$ cat config.mk
export PLATFORM = sky130hd
export DESIGN_NAME = uart_tx
export DESIGN_NICKNAME = d
export VERILOG_FILES = /design/src/rtl/uart_tx.sv
export SDC_FILE = /design/constraint.sdc
export NUM_CORES = 1
export LEC_CHECK = 0
export CORE_ASPECT_RATIO = 0.8
export CORE_UTILIZATION = 55
export DETAILED_ROUTE_END_ITERATION = 6
export PLACE_DENSITY_LB_ADDON = 0.08
export SYNTH_ARGS = -nofsm -noshare
export SYNTH_HDL_FRONTEND = slang
export SYNTH_SLANG_ARGS = --single-unit
$ cat constraint.sdc
create_clock -name clk -period 1.9 [get_ports clk]
set_input_delay 0.285 -clock clk [delete_from_list [all_inputs] [get_ports clk]]
set_output_delay 0.285 -clock clk [all_outputs]
set_load 0.02 [all_outputs]
$ cat src/rtl/uart_tx.sv
// uart_tx: 8N1 UART transmitter (optional even parity).
//
// Serialises one byte per accepted request onto 'tx', LSB first, framed by
// one start bit (0) and one stop bit (1). Each bit is held for
// CLKS_PER_BIT = CLK_FREQ / BAUD clock cycles.
//
// Optional feature macro: UART_PARITY_EN
//   When defined, an even-parity bit (^dato) is sent after bit 7 and the
//   frame becomes 11 bit-times. When undefined, the parity state and logic
//   are not compiled and the frame is 10 bit-times.
//
// Ports:
//   clk    in   1  system clock, rising edge
//   rst    in   1  synchronous reset, active-high
//   dato   in   8  byte to send, sampled on the accepting edge only
//   start  in   1  send request, level-sampled, accepted only when idle
//   tx     out  1  serial line (registered), idles high
//   busy   out  1  high while a frame is in progress
//   done   out  1  high during the final cycle of the stop bit

module uart_tx #(
    parameter int CLK_FREQ = 50000000,
    parameter int BAUD     = 9600
) (
    input  logic       clk,
    input  logic       rst,
    input  logic [7:0] dato,
    input  logic       start,
    output logic       tx,
    output logic       busy,
    output logic       done
);

    localparam int CLKS_PER_BIT = CLK_FREQ / BAUD;
    localparam int CW           = (CLKS_PER_BIT > 1) ? $clog2(CLKS_PER_BIT) : 1;
    localparam logic [CW-1:0] LAST_CNT = CW'(CLKS_PER_BIT - 1);

    localparam logic [2:0] S_IDLE   = 3'd0;
    localparam logic [2:0] S_START  = 3'd1;
    localparam logic [2:0] S_DATA   = 3'd2;
`ifdef UART_PARITY_EN
    localparam logic [2:0] S_PARITY = 3'd3;
`endif
    localparam logic [2:0] S_STOP   = 3'd4;

    logic [2:0]    state_q, state_d;
    logic [CW-1:0] cnt_q, cnt_d;
    logic [2:0]    bit_q, bit_d;
    logic [7:0]    shreg_q, shreg_d;
    logic          tx_q, tx_d;
`ifdef UART_PARITY_EN
    logic          parity_q, parity_d;
`endif

    logic bit_end;
    assign bit_end = (cnt_q == LAST_CNT);

    always_comb begin
        state_d = state_q;
        cnt_d   = cnt_q;
        bit_d   = bit_q;
        shreg_d = shreg_q;
        tx_d    = tx_q;
`ifdef UART_PARITY_EN
        parity_d = parity_q;
`endif
        case (state_q)
            S_IDLE: begin
                tx_d  = 1'b1;
                cnt_d = '0;
                if (start) begin
                    state_d = S_START;
                    shreg_d = dato;
                    bit_d   = 3'd0;
                    tx_d    = 1'b0;
`ifdef UART_PARITY_EN
                    parity_d = ^dato;
`endif
                end
            end
            S_START: begin
                if (bit_end) begin
                    cnt_d   = '0;
                    state_d = S_DATA;
                    tx_d    = shreg_q[0];
                end else begin
                    cnt_d = cnt_q + CW'(1);
                end
            end
            S_DATA: begin
                if (bit_end) begin
                    cnt_d = '0;
                    if (bit_q == 3'd7) begin
`ifdef UART_PARITY_EN
                        state_d = S_PARITY;
                        tx_d    = parity_q;
`else
                        state_d = S_STOP;
                        tx_d    = 1'b1;
`endif
                    end else begin
                        bit_d   = bit_q + 3'd1;
                        shreg_d = shreg_q >> 1;
                        // shreg_q[1] is the bit that lands in position 0 after the shift.
                        tx_d    = shreg_q[1];
                    end
                end else begin
                    cnt_d = cnt_q + CW'(1);
                end
            end
`ifdef UART_PARITY_EN
            S_PARITY: begin
                if (bit_end) begin
                    cnt_d   = '0;
                    state_d = S_STOP;
                    tx_d    = 1'b1;
                end else begin
                    cnt_d = cnt_q + CW'(1);
                end
            end
`endif
            S_STOP: begin
                tx_d = 1'b1;
                if (bit_end) begin
                    cnt_d   = '0;
                    state_d = S_IDLE;
                end else begin
                    cnt_d = cnt_q + CW'(1);
                end
            end
            default: begin
                state_d = S_IDLE;
                cnt_d   = '0;
                tx_d    = 1'b1;
            end
        endcase
    end

    always_ff @(posedge clk) begin
        if (rst) begin
            state_q <= S_IDLE;
            cnt_q   <= '0;
            bit_q   <= 3'd0;
            shreg_q <= 8'h00;
            tx_q    <= 1'b1;
`ifdef UART_PARITY_EN
            parity_q <= 1'b0;
`endif
        end else begin
            state_q <= state_d;
            cnt_q   <= cnt_d;
            bit_q   <= bit_d;
            shreg_q <= shreg_d;
            tx_q    <= tx_d;
`ifdef UART_PARITY_EN
            parity_q <= parity_d;
`endif
        end
    end

    assign tx   = tx_q;
    assign busy = (state_q != S_IDLE);
    // Decoded from registered state; suppressed while reset is asserted so an
    // aborted frame never reports completion.
    assign done = !rst && (state_q == S_STOP) && bit_end;

endmodule

# Word level (Yosys, flattened, before mapping)
# Cells that the tools add are included.
dict set report op_classes {
  n_addsub 2
  mul 0
  n_div 0
  n_lt_le_gt_ge 0
  eq_ne 11
  shifts 0
  muxes 19
  bitwise_logic 1
  reduce_logical 11
}
# cell count
set op_table {}
lappend op_table {{3-bit two-way mux} 8}
lappend op_table {{8-bit two-way mux} 3}
lappend op_table {{8-bit one-hot mux with 2 select lines} 1}
lappend op_table {{13-bit by 1-bit adder with 13-bit output, second input constant} 1}
lappend op_table {{13-bit equality test, second input constant} 1}
lappend op_table {{2-bit != test, second input constant} 6}
lappend op_table {{3-bit one-hot mux with 4 select lines} 1}
lappend op_table {{3-bit equality test, second input constant} 2}
lappend op_table {{3-bit one-hot mux with 2 select lines} 1}
lappend op_table {{3-bit OR reduction} 2}
lappend op_table {{5-bit AND reduction} 1}
lappend op_table {{1-bit two-way mux} 4}
lappend op_table {{4-bit AND reduction} 1}
lappend op_table {{3-bit by 1-bit adder with 3-bit output, second input constant} 1}
lappend op_table {{3-bit by 1-bit equality test with 1-bit output, second input constant} 1}
lappend op_table {{3-bit by 2-bit equality test with 1-bit output, second input constant} 1}
lappend op_table {{3-bit logical NOT} 1}
lappend op_table {{1-bit one-hot mux with 3 select lines} 1}
lappend op_table {{3-bit nonzero test} 1}
lappend op_table {{1-bit logical AND} 2}
lappend op_table {{2-bit AND reduction} 1}
lappend op_table {{2-bit nonzero test} 1}
lappend op_table {{1-bit logical NOT} 1}
lappend op_table {{1-bit NOT} 1}
dict set report word_totals {
  regBits 28
  latchBits 0
  ram_bits 0
  mem_bits_ro 0
  output_inout_bits 3
  elab_cells 49
  mem_count 0
}

# Depth between registers and ports, before layout
# Gate-level depths: netlist (run 1).
dict set report depth {
  depth_word 4
  depth_mapped 6
}

# Worst setup path before layout (run 1)
# No wires, ideal clock.
dict set report synth_path {
  path_type {register to output}
  from {register cnt_q[0]}
  to {output done}
  arrival_ns 1.595
  t_required_ns 1.615
  setup_slack_ns 0.020
  path_stages_with_launch 5
  path_buffers 0
  cell_sequence {dfxtp_1 > ha_1 > and2_1 > nand4_2 > nor4_1}
}
dict set report synth_between {
  elab_chain_cells 2
}
# item line_no
set synth_rtl {}
lappend synth_rtl {{from (decl)} 47} ;# logic [CW-1:0] cnt_q, cnt_d;
lappend synth_rtl {{from (signal assigned)} 151} ;# cnt_q <= cnt_d;
lappend synth_rtl {{13-bit equality test} 56} ;# assign bit_end = (cnt_q == LAST_CNT);
lappend synth_rtl {{1-bit logical AND} 165} ;# assign done = !rst && (state_q == S_STOP) && bit_end;
lappend synth_rtl {{to (decl)} 31} ;# output logic done
# Every way passes these cells.

# Worst setup path in the final report (run 1)
dict set report layout_path {
  from {register cnt_q[11]}
  to {output done}
}
# Same word-level chain as after synthesis.

==> summary.md, run 1 <==
| Metric | Value |
|---|---|
| Run status | `complete, no violations` |
| Biggest fanout along the worst timing path | `2` |
| RD Place Congestion | `0.896` |
| Critical path's top delay family | `simple AND/OR/NAND/NOR gates` |
| # IOs | `14` |
| Largest area contributor in the synthesized netlist | `sky130_fd_sc_hd__dfxtp_1` |
| Highest-delay cell along the critical path | `sky130_fd_sc_hd__dfxtp_2` |
| Startpoint-to-endpoint class of the critical path | `reg -> out` |
| Buffers added on ports | `13` |
| Register bit total from synthesis | `28` |
| Yosys Warn Count | `0` |
| Multiplexer share of the synthesized area | `5.54%` |
| Residual DRC count | `0` |
| Endpoints failing setup | `0` |
| Total power per unit cell area | `612 mW/mm2` |
| Highest attainable clock frequency | `559 MHz` |
| DRT Pass-1 Iters | `4` |
| Ratio of cells with drive above 1 in the final layout | `20.8%` |
| Time the worst path needs with I/O delays and setup | `approximately 1.8 ns` |
| Count of inserted antenna diode cells | `0` |
| Setup TNS | `0 ns` |
| Clock skew after layout | `0.00244 ns` |
| Number of nets in the synthesized netlist | `182` |
| Nature of the critical path startpoint | `register` |
| Placeable Area | `0.00246 mm2` |
| Cell count after synthesis | `168` |
| Critical-path cell list | `nor4b_4 -> nand4_2 -> nor4_2 -> buf_4` |
| Die Outline Area | `0.00284 mm2` |
| Final non-filler cell area | `0.00184 mm2` |
| Total routed wirelength | `3130 um` |
| Unrepaired setup endpoints after global routing | `false` |
| Pin count of the biggest net entering global routing | `17` |
| Number of clock buffers inserted by TritonCTS | `3` |
| Number of levels the H-tree was split into | `1` |
| CTS tree | `built` |
| Main combinational cell family by area after synthesis | `simple AND/OR/NAND/NOR gates` |
| Vias in the first global route | `1083` |
| Total number of nets in the final design | `around 220` |
| Leakage dissipation | `0.694 nW` |
| DRT antenna net count | `0` |
| Area Growth Syn to Fin | `27.6%` |
| Rel. slew slack | `67.7%` |
| Routed WL per cell | `13.2 um` |
| Sum of net half-perimeters after detailed placement | `2370 um` |
| Worst Tran Pin Value | `0.479 ns` |
| Post-placement setup slack | `-0.0975 ns` |
| Total number of placement rows | `16` |
| Proportion of netlist area held by the largest area contributor | `38.8%` |
| Cell at the root of the clock tree | `sky130_fd_sc_hd__clkbuf_4` |
| DIE WIDTH | `59.3 um` |
| Clk Latency, worst-skew pair | `0.33 ns` |
| # hold bufs at CTS | `0` |
| CP bufs+invs | `1` |
| Maximum vdd drop | `373 uV` |
| Max incr delay on CP | `0.37 ns` |
| Post-placement cell count | `234` |
| Reported max-cap violation count | `0` |
| Post-CTS setup buffers | `0` |
| Placed instance area | `approximately 0.0018 mm2` |
| Top cells by area, synth | `sky130_fd_sc_hd__dfxtp_1 (39%), sky130_fd_sc_hd__mux2i_1 (5.5%), sky130_fd_sc_hd__xnor2_1 (4.8%), sky130_fd_sc_hd__nand2_1 (4.2%), sky130_fd_sc_hd__nor2_1 (4.2%)` |
| Vertical die dimension | `47.8 um` |
| Post-route worst setup slack | `0.112 ns` |
| Aggregate global routing overflow | `0` |
| DR iter-0 viols | `62` |
| Crit path DAT | `1.50 ns` |
| CTS max path bufs | `2` |
| Final cycle utilization of the critical path | `between 90% and 100%` |
| Hold/Removal Path Class | `reg -> reg` |
| Global-route usage over all layers | `23.7%` |
| Post-synth cell types | `38` |
| Pins Over Slew Limit | `0` |
| Simple-gate share of the synthesized area | `a little over a quarter` |
| Total clock sinks | `28` |
| Routed via count | `roughly 1300` |
| Power after layout | `1.13 mW` |
| Initial Util | `58.7%` |
| Post-synthesis compound-gate area fraction | `14.1%` |
| Arithmetic-cell share of the synthesized area counting full adders, half adders and majority gates | `2.60%` |
| Mean cell area of the mapped netlist | `8.60 um2` |
| Hold violation total from the final report | `0` |
| Post-route non-filler standard cell count | `238` |
| Sort of element at the end of the critical path | `primary output` |
| Fraction of synthesized cell area in xor and xnor cells | `7.27%` |
| Clock input transition at the sequential cells of the worst setup and hold paths | `0.15 ns` |
| Ratio of routed vias to standard cells | `5.51` |
| First-pass GRT wire length | `4880 um` |
| Post-synthesis sequential area ratio | `38.8%` |
| Required time of the critical path | `1.62 ns` |
| Initial antenna violation count | `0` |
| Syn Std Cell Area | `0.00145 mm2` |
[sequential cells by signal, summed over array words and instances (netlist names)]
name,flops
cnt_q,13
state_q,3
tx,1
shreg_q,8
bit_q,3
[timing repair]
action | 4_1_cts | 5_1_grt
endpoints found under the setup margin | 2 | 9
resized for setup | 10 | 6
endpoints found under the hold margin | 0 | 0
pin swaps | 0 | 2
[worst min-delay path, cell delays in order, from the launching register on]
cell,delay [ns]
sky130_fd_sc_hd__dfxtp_1,0.34
sky130_fd_sc_hd__inv_1,0.05
sky130_fd_sc_hd__a211oi_1,0.05
[cells by family after synthesis]
logic type / after synthesis
AO/OA/AOI/OAI: 29
adder cells (fa/ha/maj): 3
XOR/XNOR: 12
flip-flops: 28
buffers and inverters: 18
AND/OR/NAND/NOR: 70
multiplexers: 8
[power by group]
group | internal, mW | total [mW] | switching [mW]
Clock | 0.213 | 0.392 | 0.179
Combinational | 0.0592 | 0.117 | 0.0578
Sequential | 0.607 | 0.620 | 0.0129
[cell usage after synthesis, drive strengths merged]
| cell | n |
|---|---|
| dfxtp | 28 |
| nand2 | 16 |
| nor2 | 16 |
| inv | 11 |
| a21oi | 9 |
| a211oi | 8 |
| mux2i | 8 |
| xnor2 | 8 |
| nand3 | 5 |
| nand4 | 5 |
| nor3 | 5 |
| buf | 4 |
| nand2b | 4 |
| or3 | 4 |
| xor2 | 4 |
| clkbuf | 3 |
| ha | 3 |
| nor2b | 3 |
| o21ai | 3 |
| a31oi | 2 |
| and3 | 2 |
| and4 | 2 |
| nor4 | 2 |
| o221ai | 2 |
| a211o | 1 |
| a21o | 1 |
| a32o | 1 |
| and2 | 1 |
| and4b | 1 |
| and4bb | 1 |
| nand3b | 1 |
| nor4b | 1 |
| o2111ai | 1 |
| o32a | 1 |
| or2 | 1 |
[path summary, 6_finish.rpt]
kind | slack, ns | depth (start not counted) | startpoint | end
hold / removal | 0.47 | 2 | shreg_q[2] | shreg_q[2]
setup reg to reg | 0.13 | 6 | bit_q[0] | bit_q[0]
hold reg to reg | 0.47 | 2 | shreg_q[2] | shreg_q[2]
setup / recovery | 0.11 | 4 | cnt_q[11] | done
[placed cells by master, fill, tap and decap left out, types with 2 or more instances in the layout]
cell type / netlist / final
sky130_fd_sc_hd__ha_1: 3 / 3
sky130_fd_sc_hd__or3_1: 4 / 4
sky130_fd_sc_hd__dfxtp_2: 0 / 4
sky130_fd_sc_hd__nor2_1: 16 / 16
sky130_fd_sc_hd__a211oi_1: 7 / 6
sky130_fd_sc_hd__a31oi_1: 2 / 2
sky130_fd_sc_hd__nand2_1: 16 / 16
sky130_fd_sc_hd__a21oi_1: 9 / 9
sky130_fd_sc_hd__o21ai_0: 2 / 2
sky130_fd_sc_hd__dfxtp_1: 28 / 24
sky130_fd_sc_hd__nand4_1: 4 / 4
sky130_fd_sc_hd__nor3_1: 5 / 5
sky130_fd_sc_hd__nor2b_1: 3 / 3
sky130_fd_sc_hd__o221ai_1: 2 / 2
sky130_fd_sc_hd__buf_4: 0 / 25
sky130_fd_sc_hd__clkdlybuf4s50_1: 0 / 11
sky130_fd_sc_hd__clkbuf_4: 0 / 3
sky130_fd_sc_hd__a211oi_2: 1 / 2
sky130_fd_sc_hd__inv_1: 11 / 11
sky130_fd_sc_hd__mux2i_1: 8 / 8
sky130_fd_sc_hd__xnor2_1: 8 / 8
sky130_fd_sc_hd__nand3_1: 5 / 5
sky130_fd_sc_hd__xor2_1: 4 / 4
sky130_fd_sc_hd__nand2b_1: 4 / 4
sky130_fd_sc_hd__and3_1: 2 / 2
[metrics by stage]
stage / util, % / hold slack [ns]
finish: 74.9 / 0.466
global route: 74.9 / 0.500
CTS: 74.1 / 0.467
detailed placement: 71.8 / 0.445
global placement: 71.8 / 0.443
floorplan: - / 0.418
[metal layers]
layer  global-route usage (%)  part of all wire, %  vias to the layer above
met3                     6.76                  4.3                        2
li1                         -                    -                      668
met5                        0                    0                        -
met1                     32.1                   49                      617
met4                     3.81                 0.26                        0
met2                     38.7                   47                       25
[layout make-up]
cell class	instances	area (um2)
clock inverter	1	30.0
inverter	11	41.3
sequential	28	566
tap	36	45.0
clock buffer	3	22.5
multi-input combinational	122	833
fill	189	618
timing repair buffer	37	307
Power figures use the tool's default switching activity.
==> run 2: changes to the inputs <==
Settings changed: CORE_UTILIZATION 55 to 35, GPL_ROUTABILITY_DRIVEN set to 0, SKIP_CTS_REPAIR_TIMING set to 1.
==> run 2 against run 1 <==
  * Final cell count is 8.4% higher
  * Cell area is 1.8% higher
  * Global-route usage is 7.1 points lower
  * Sequential share of layout area is 0.82 points lower
  * Register-to-register slack worse by 0.02 ns
  * Wire length is 4.9% higher
  * Highest routed layer unchanged
  * Sequential power is 0.6% lower
  * First-iteration DRC count is 35% higher
  * Total power is 2.2% lower
==> summary.md, run 2 (synthesis results as in run 1) <==
| Metric | Value |
|---|---|
| Run status | `complete, no violations` |
| Number of clock buffers inserted by TritonCTS | `3 (unchanged)` |
| Area Growth Syn to Fin | `30.0%` |
| Initial antenna violation count | `0 (unchanged)` |
| Required time of the critical path | `1.62 ns (about the same)` |
| Register with the most flip-flops | `cnt_q` |
| Most common cell after layout, fill and taps aside | `sky130_fd_sc_hd__dfxtp_1` |
| Endpoints failing setup | `0 (unchanged)` |
| Hold/Removal Path Class | `reg -> reg` |
| Post-placement setup slack | `-0.187 ns (-0.0899 ns)` |
| Crit path DAT | `1.55 ns (+0.05 ns)` |
| Ratio of routed vias to standard cells | `4.89 (-11%)` |
| Ratio of cells with drive above 1 in the final layout | `18.7% (-2.1 points)` |
| Pin count of the biggest net entering global routing | `16 (-1)` |
| Total clock sinks | `28 (unchanged)` |
| Sort of element at the end of the critical path | `primary output` |
| Vertical die dimension | `59.5 um (+24%)` |
| Clk Latency, worst-skew pair | `0.27 ns (-0.06 ns)` |
| Slack of the worst reg-to-reg path | `0.11 ns (-0.02 ns)` |
| Number of levels the H-tree was split into | `1 (unchanged)` |
| Largest regs | `cnt_q: 13 flops, shreg_q: 8 flops` |
| Clock input transition at the sequential cells of the worst setup and hold paths | `0.09 ns (-0.06 ns)` |
| Leakage dissipation | `0.697 nW (+0.51%)` |
| Routed WL per cell | `12.7 um (-3.3%)` |
| Maximum vdd drop | `371 uV (-0.46%)` |
| Post-route non-filler standard cell count | `258 (+8.4%)` |
| DRT Pass-1 Iters | `4 (unchanged)` |
| Biggest fanout along the worst timing path | `7 (+5)` |
| Startpoint-to-endpoint class of the critical path | `reg -> out` |
| DR iter-0 viols | `84 (+35%)` |
| Worst Tran Pin Value | `0.558 ns (+0.0782 ns)` |
| Post-placement cell count | `254 (+8.5%)` |
| Die Outline Area | `0.00439 mm2 (+55%)` |
| Power after layout | `1.10 mW (-2.2%)` |
| Number of flip-flops under the largest register name | `13 (unchanged)` |
| Total number of nets in the final design | `218 (+0.46%)` |
| Initial Util | `37.3% (-21 points)` |
| DIE WIDTH | `73.8 um (+24%)` |
| Post-route worst setup slack | `0.0633 ns (-0.0486 ns)` |
| Total routed wirelength | `3280 um (+4.9%)` |
| Post-route core utilization | `48.4% (-26 points)` |
| Unrepaired setup endpoints after global routing | `false` |
| Total power per unit cell area | `588 mW/mm2 (-3.9%)` |
| # IOs | `14 (unchanged)` |
| Sum of net half-perimeters after detailed placement | `2530 um (+7.0%)` |
| Total number of placement rows | `20 (+4)` |
| Time the worst path needs with I/O delays and setup | `1.84 ns (+0.0486 ns)` |
| Count of inserted antenna diode cells | `0 (unchanged)` |
| Pins Over Slew Limit | `0 (unchanged)` |
| Final cycle utilization of the critical path | `96.7% (+2.6 points)` |
| Placeable Area | `0.00388 mm2 (+58%)` |
| Aggregate global routing overflow | `0 (unchanged)` |
| First-pass GRT wire length | `5460 um (+12%)` |
| Buffers added on ports | `13 (unchanged)` |
| Routed via count | `1261 (-3.9%)` |
| CTS tree | `built` |
| Reported max-cap violation count | `0 (unchanged)` |
| Cell at the root of the clock tree | `sky130_fd_sc_hd__clkbuf_8` |
| Global-route usage over all layers | `16.6% (-7.1 points)` |
| Clock skew after layout | `0.00434 ns (+0.00190 ns)` |
| Vias in the first global route | `1141 (+5.4%)` |
| Hold violation total from the final report | `0 (unchanged)` |
| Fill cell count | `389 (+110%)` |
| Residual DRC count | `0 (unchanged)` |
| DRT antenna net count | `0 (unchanged)` |
| Nature of the critical path startpoint | `register` |
| Highest attainable clock frequency | `544 MHz (-2.6%)` |
| CTS max path bufs | `2 (unchanged)` |
| Rel. slew slack | `62.7% (-5.1 points)` |
| Commonest cells after routing, fill and taps aside | `sky130_fd_sc_hd__dfxtp_1 (28), sky130_fd_sc_hd__buf_4 (26), sky130_fd_sc_hd__nor2_1 (16), sky130_fd_sc_hd__nand2_1 (16), sky130_fd_sc_hd__clkdlybuf4s50_1 (12)` |
==> run 2: cell count changes in the layout (fill, tap and decap cells not counted), sizes merged <==
cell,delta
buf,+1
bufinv,-1
clkbuf,+1
clkdlybuf4s50,+1
dlygate4sd2,-1
==> run 2: metrics by stage <==
stage | TNS [ns] | hold WS (ns) | instance area, um2
floorplan | 0 | 0.418 | 1450
global placement | -0.0906 | 0.442 | 1800
detailed placement | -0.187 | 0.446 | 1800
CTS | -0.505 | 0.463 | 1860
global route | 0 | 0.477 | 1880
finish | 0 | 0.459 | 1880
==> run 2: area by class of cell <==
cell class | instances | area [um2] | share of cell area, %
Multi-Input combinational cell | 122 | 837 | 44.6
Sequential cell | 28 | 561 | 29.8
Timing Repair Buffer | 38 | 315 | 16.8
Tap cell | 55 | 68.8 | 3.66
Clock buffer | 4 | 55.1 | 2.93
Inverter | 11 | 41.3 | 2.20
==> run 2: routing by layer <==
metal / global-route usage (%) / part of all wire, %
met4: 2.47 / 0.58
met1: 24.7 / 56
met5: 0 / 0
met3: 4.08 / 3.0
met2: 24.6 / 41
==> run 2: final timing paths <==
kind / start / endpoint / cells past startpoint
worst max-delay path: state_q[2] / busy / 2
worst min-delay path: shreg_q[6] / shreg_q[6] / 2
worst max register to register: bit_q[0] / bit_q[0] / 6
worst min register to register: shreg_q[6] / shreg_q[6] / 2
==> run 2: power breakdown <==
part | internal [mW] | switching (mW) | leakage [nW]
clock network | 0.185 | 0.179 | 0.0288
logic | 0.0615 | 0.0629 | 0.440
registers | 0.605 | 0.0107 | 0.228
total | 0.852 | 0.252 | 0.697
==> run 2: worst max-delay path, stage by stage (launching register included) <==
cell and delay (ns):
sky130_fd_sc_hd__dfxtp_1 0.37, sky130_fd_sc_hd__or3_1 0.37, sky130_fd_sc_hd__clkdlybuf4s50_1 0.54
==> run 3: changes to the inputs <==
Settings changed: CORE_MARGIN set to 2, SLEW_MARGIN set to 20.
==> run 3 against run 2 <==
  * Combinational power barely moved
  * Via count rose by 3.1%
  * Clock power fell by 10%
  * Highest routed layer unchanged
  * Die area increased by 6.2%
  * Cell area down 1.5%
  * Sequential share of layout area up 0.44 points
  * Final cell count shrank 0.78%
  * Total power decreased by 3.8%
  * Largest cell class unchanged
  * First-iteration DRC count up 49%
==> summary.md, run 3 (synthesis results as in run 1) <==
| Metric | Value |
|---|---|
| Run status | `complete, no violations` |
| Routed via count | `1300 (+3.1%)` |
| Global-route usage over all layers | `16.2% (-0.45 points)` |
| Hold_ws | `0.460 ns (+0.00162 ns)` |
| # IOs | `14 (unchanged)` |
| Number of levels the H-tree was split into | `1 (unchanged)` |
| Most common cell after layout, fill and taps aside | `sky130_fd_sc_hd__dfxtp_1` |
| Sort of element at the end of the critical path | `register` |
| Highest attainable clock frequency | `559 MHz (+2.7%)` |
| Rel. slew slack | `66.2% (+3.5 points)` |
| Initial Util | `37.3% (unchanged)` |
| Worst Tran Pin Value | `0.505 ns (-0.0526 ns)` |
| Startpoint-to-endpoint class of the critical path | `reg -> reg` |
| Crit path DAT | `1.96 ns (+0.41 ns)` |
| Register with the most flip-flops | `cnt_q` |
| Vertical die dimension | `61.5 um (+3.4%)` |
| Pins Over Slew Limit | `0 (unchanged)` |
| Hold violation total from the final report | `0 (unchanged)` |
| Time the worst path needs with I/O delays and setup | `1.79 ns (-0.0476 ns)` |
| Power after layout | `1.06 mW (-3.8%)` |
| Clk Latency, worst-skew pair | `0.27 ns (about the same)` |
| Placeable Area | `0.00388 mm2 (unchanged)` |
| Commonest cells after routing, fill and taps aside | `sky130_fd_sc_hd__dfxtp_1 (28), sky130_fd_sc_hd__buf_4 (25), sky130_fd_sc_hd__nor2_1 (16), sky130_fd_sc_hd__nand2_1 (16)` |
| Number of clock buffers inserted by TritonCTS | `3 (unchanged)` |
| Cell at the root of the clock tree | `sky130_fd_sc_hd__clkbuf_8` |
| Number of flip-flops under the largest register name | `13 (unchanged)` |
| DRT Pass-1 Iters | `4 (unchanged)` |
| Reported max-cap violation count | `0 (unchanged)` |
| CTS tree | `built` |
| Final cycle utilization of the critical path | `94.2% (-2.5 points)` |
| DRT antenna net count | `0 (unchanged)` |
| Pin count of the biggest net entering global routing | `16 (unchanged)` |
| Unrepaired setup endpoints after global routing | `false` |
| Ratio of cells with drive above 1 in the final layout | `17.9% (-0.81 points)` |
| First-pass GRT wire length | `5630 um (+3.2%)` |
| Vias in the first global route | `1217 (+6.7%)` |
| Area Growth Syn to Fin | `28.1%` |
| Total clock sinks | `28 (unchanged)` |
| Clock input transition at the sequential cells of the worst setup and hold paths | `0.09 ns (about the same)` |
| DIE WIDTH | `75.8 um (+2.7%)` |
| Final non-filler cell area | `0.00185 mm2 (-1.5%)` |
| Initial antenna violation count | `0 (unchanged)` |
| Die Outline Area | `0.00466 mm2 (+6.2%)` |
| Endpoints failing setup | `0 (unchanged)` |
| Nature of the critical path startpoint | `register` |
| Post-placement setup slack | `-0.147 ns (+0.0400 ns)` |
| Clock skew after layout | `0.000972 ns (-0.00337 ns)` |
| Hold/Removal Path Class | `reg -> reg` |
| Total power per unit cell area | `574 mW/mm2 (-2.3%)` |
| Required time of the critical path | `2.07 ns (+0.45 ns)` |
| Leakage dissipation | `0.694 nW (-0.45%)` |
| Residual DRC count | `0 (unchanged)` |
| Largest regs | `cnt_q: 13 flops, shreg_q: 8 flops` |
| Biggest fanout along the worst timing path | `8 (+1)` |
| Fill cell count | `393 (+1.0%)` |
| Post-route worst setup slack | `0.111 ns (+0.0476 ns)` |
| Aggregate global routing overflow | `0 (unchanged)` |
| Total number of nets in the final design | `217 (-0.46%)` |
| Count of inserted antenna diode cells | `0 (unchanged)` |
| Total number of placement rows | `20 (unchanged)` |
| Routed WL per cell | `12.5 um (-2.0%)` |
| Ratio of routed vias to standard cells | `5.08 (+3.9%)` |
| Buffers added on ports | `13 (unchanged)` |
| CTS max path bufs | `2 (unchanged)` |
| DR iter-0 viols | `125 (+49%)` |
| Total routed wirelength | `3190 um (-2.7%)` |
| Maximum vdd drop | `372 uV (+0.29%)` |
| Sum of net half-perimeters after detailed placement | `2450 um (-3.1%)` |
| Placed instance area | `0.00179 mm2 (-0.42%)` |
-- run 3: final timing paths --
kind / startpoint / to / slack, ns / cells past startpoint
worst min-delay path: shreg_q[6] / shreg_q[6] / 0.46 / 2
worst max register to register: bit_q[0] / bit_q[0] / 0.11 / 6
worst min register to register: shreg_q[6] / shreg_q[6] / 0.46 / 2
worst max-delay path: bit_q[0] / bit_q[0] / 0.11 / 6
-- run 3: layer usage --
metal	global-route usage, %	vias to the layer above	wire, um
li1	-	666	-
met1	25.2	609	1800
met2	21.8	23	1220
met3	4.58	2	155
met4	3.26	0	15
met5	0	-	0
-- run 3: per-stage QoR --
step	std cells	setup TNS [ns]	util [%]
floorplan	168	0	-
global placement	253	-0.0931	46.2
detailed placement	253	-0.147	46.2
CTS	256	-0.467	47.3
global route	256	0	47.7
finish	256	0	47.7
-- run 3: area by class of cell --
cell class | count | area (um2) | area share, %
well taps | 55 | 68.8 | 3.72
flip-flops and latches | 28 | 561 | 30.3
repair buffers | 37 | 310 | 16.8
inverters | 11 | 41.3 | 2.23
clock buffers | 3 | 41.3 | 2.23
multi-input cells | 122 | 828 | 44.8
-- run 3: where the power goes --
part           internal, mW  leakage, nW  switching [mW]  total (mW)
logic                0.0611        0.445          0.0609       0.122
registers             0.605        0.228         0.00994       0.615
clock network         0.143       0.0216           0.183       0.326
total                 0.809        0.694           0.254        1.06
-- run 3: critical path: stages (launching register included) --
cell and delay, ns:
sky130_fd_sc_hd__dfxtp_1 0.34, sky130_fd_sc_hd__ha_1 0.20, sky130_fd_sc_hd__ha_1 0.18, sky130_fd_sc_hd__and4b_1 0.28, sky130_fd_sc_hd__and4_4 0.28, sky130_fd_sc_hd__o21ai_4 0.11, sky130_fd_sc_hd__a32o_1 0.30
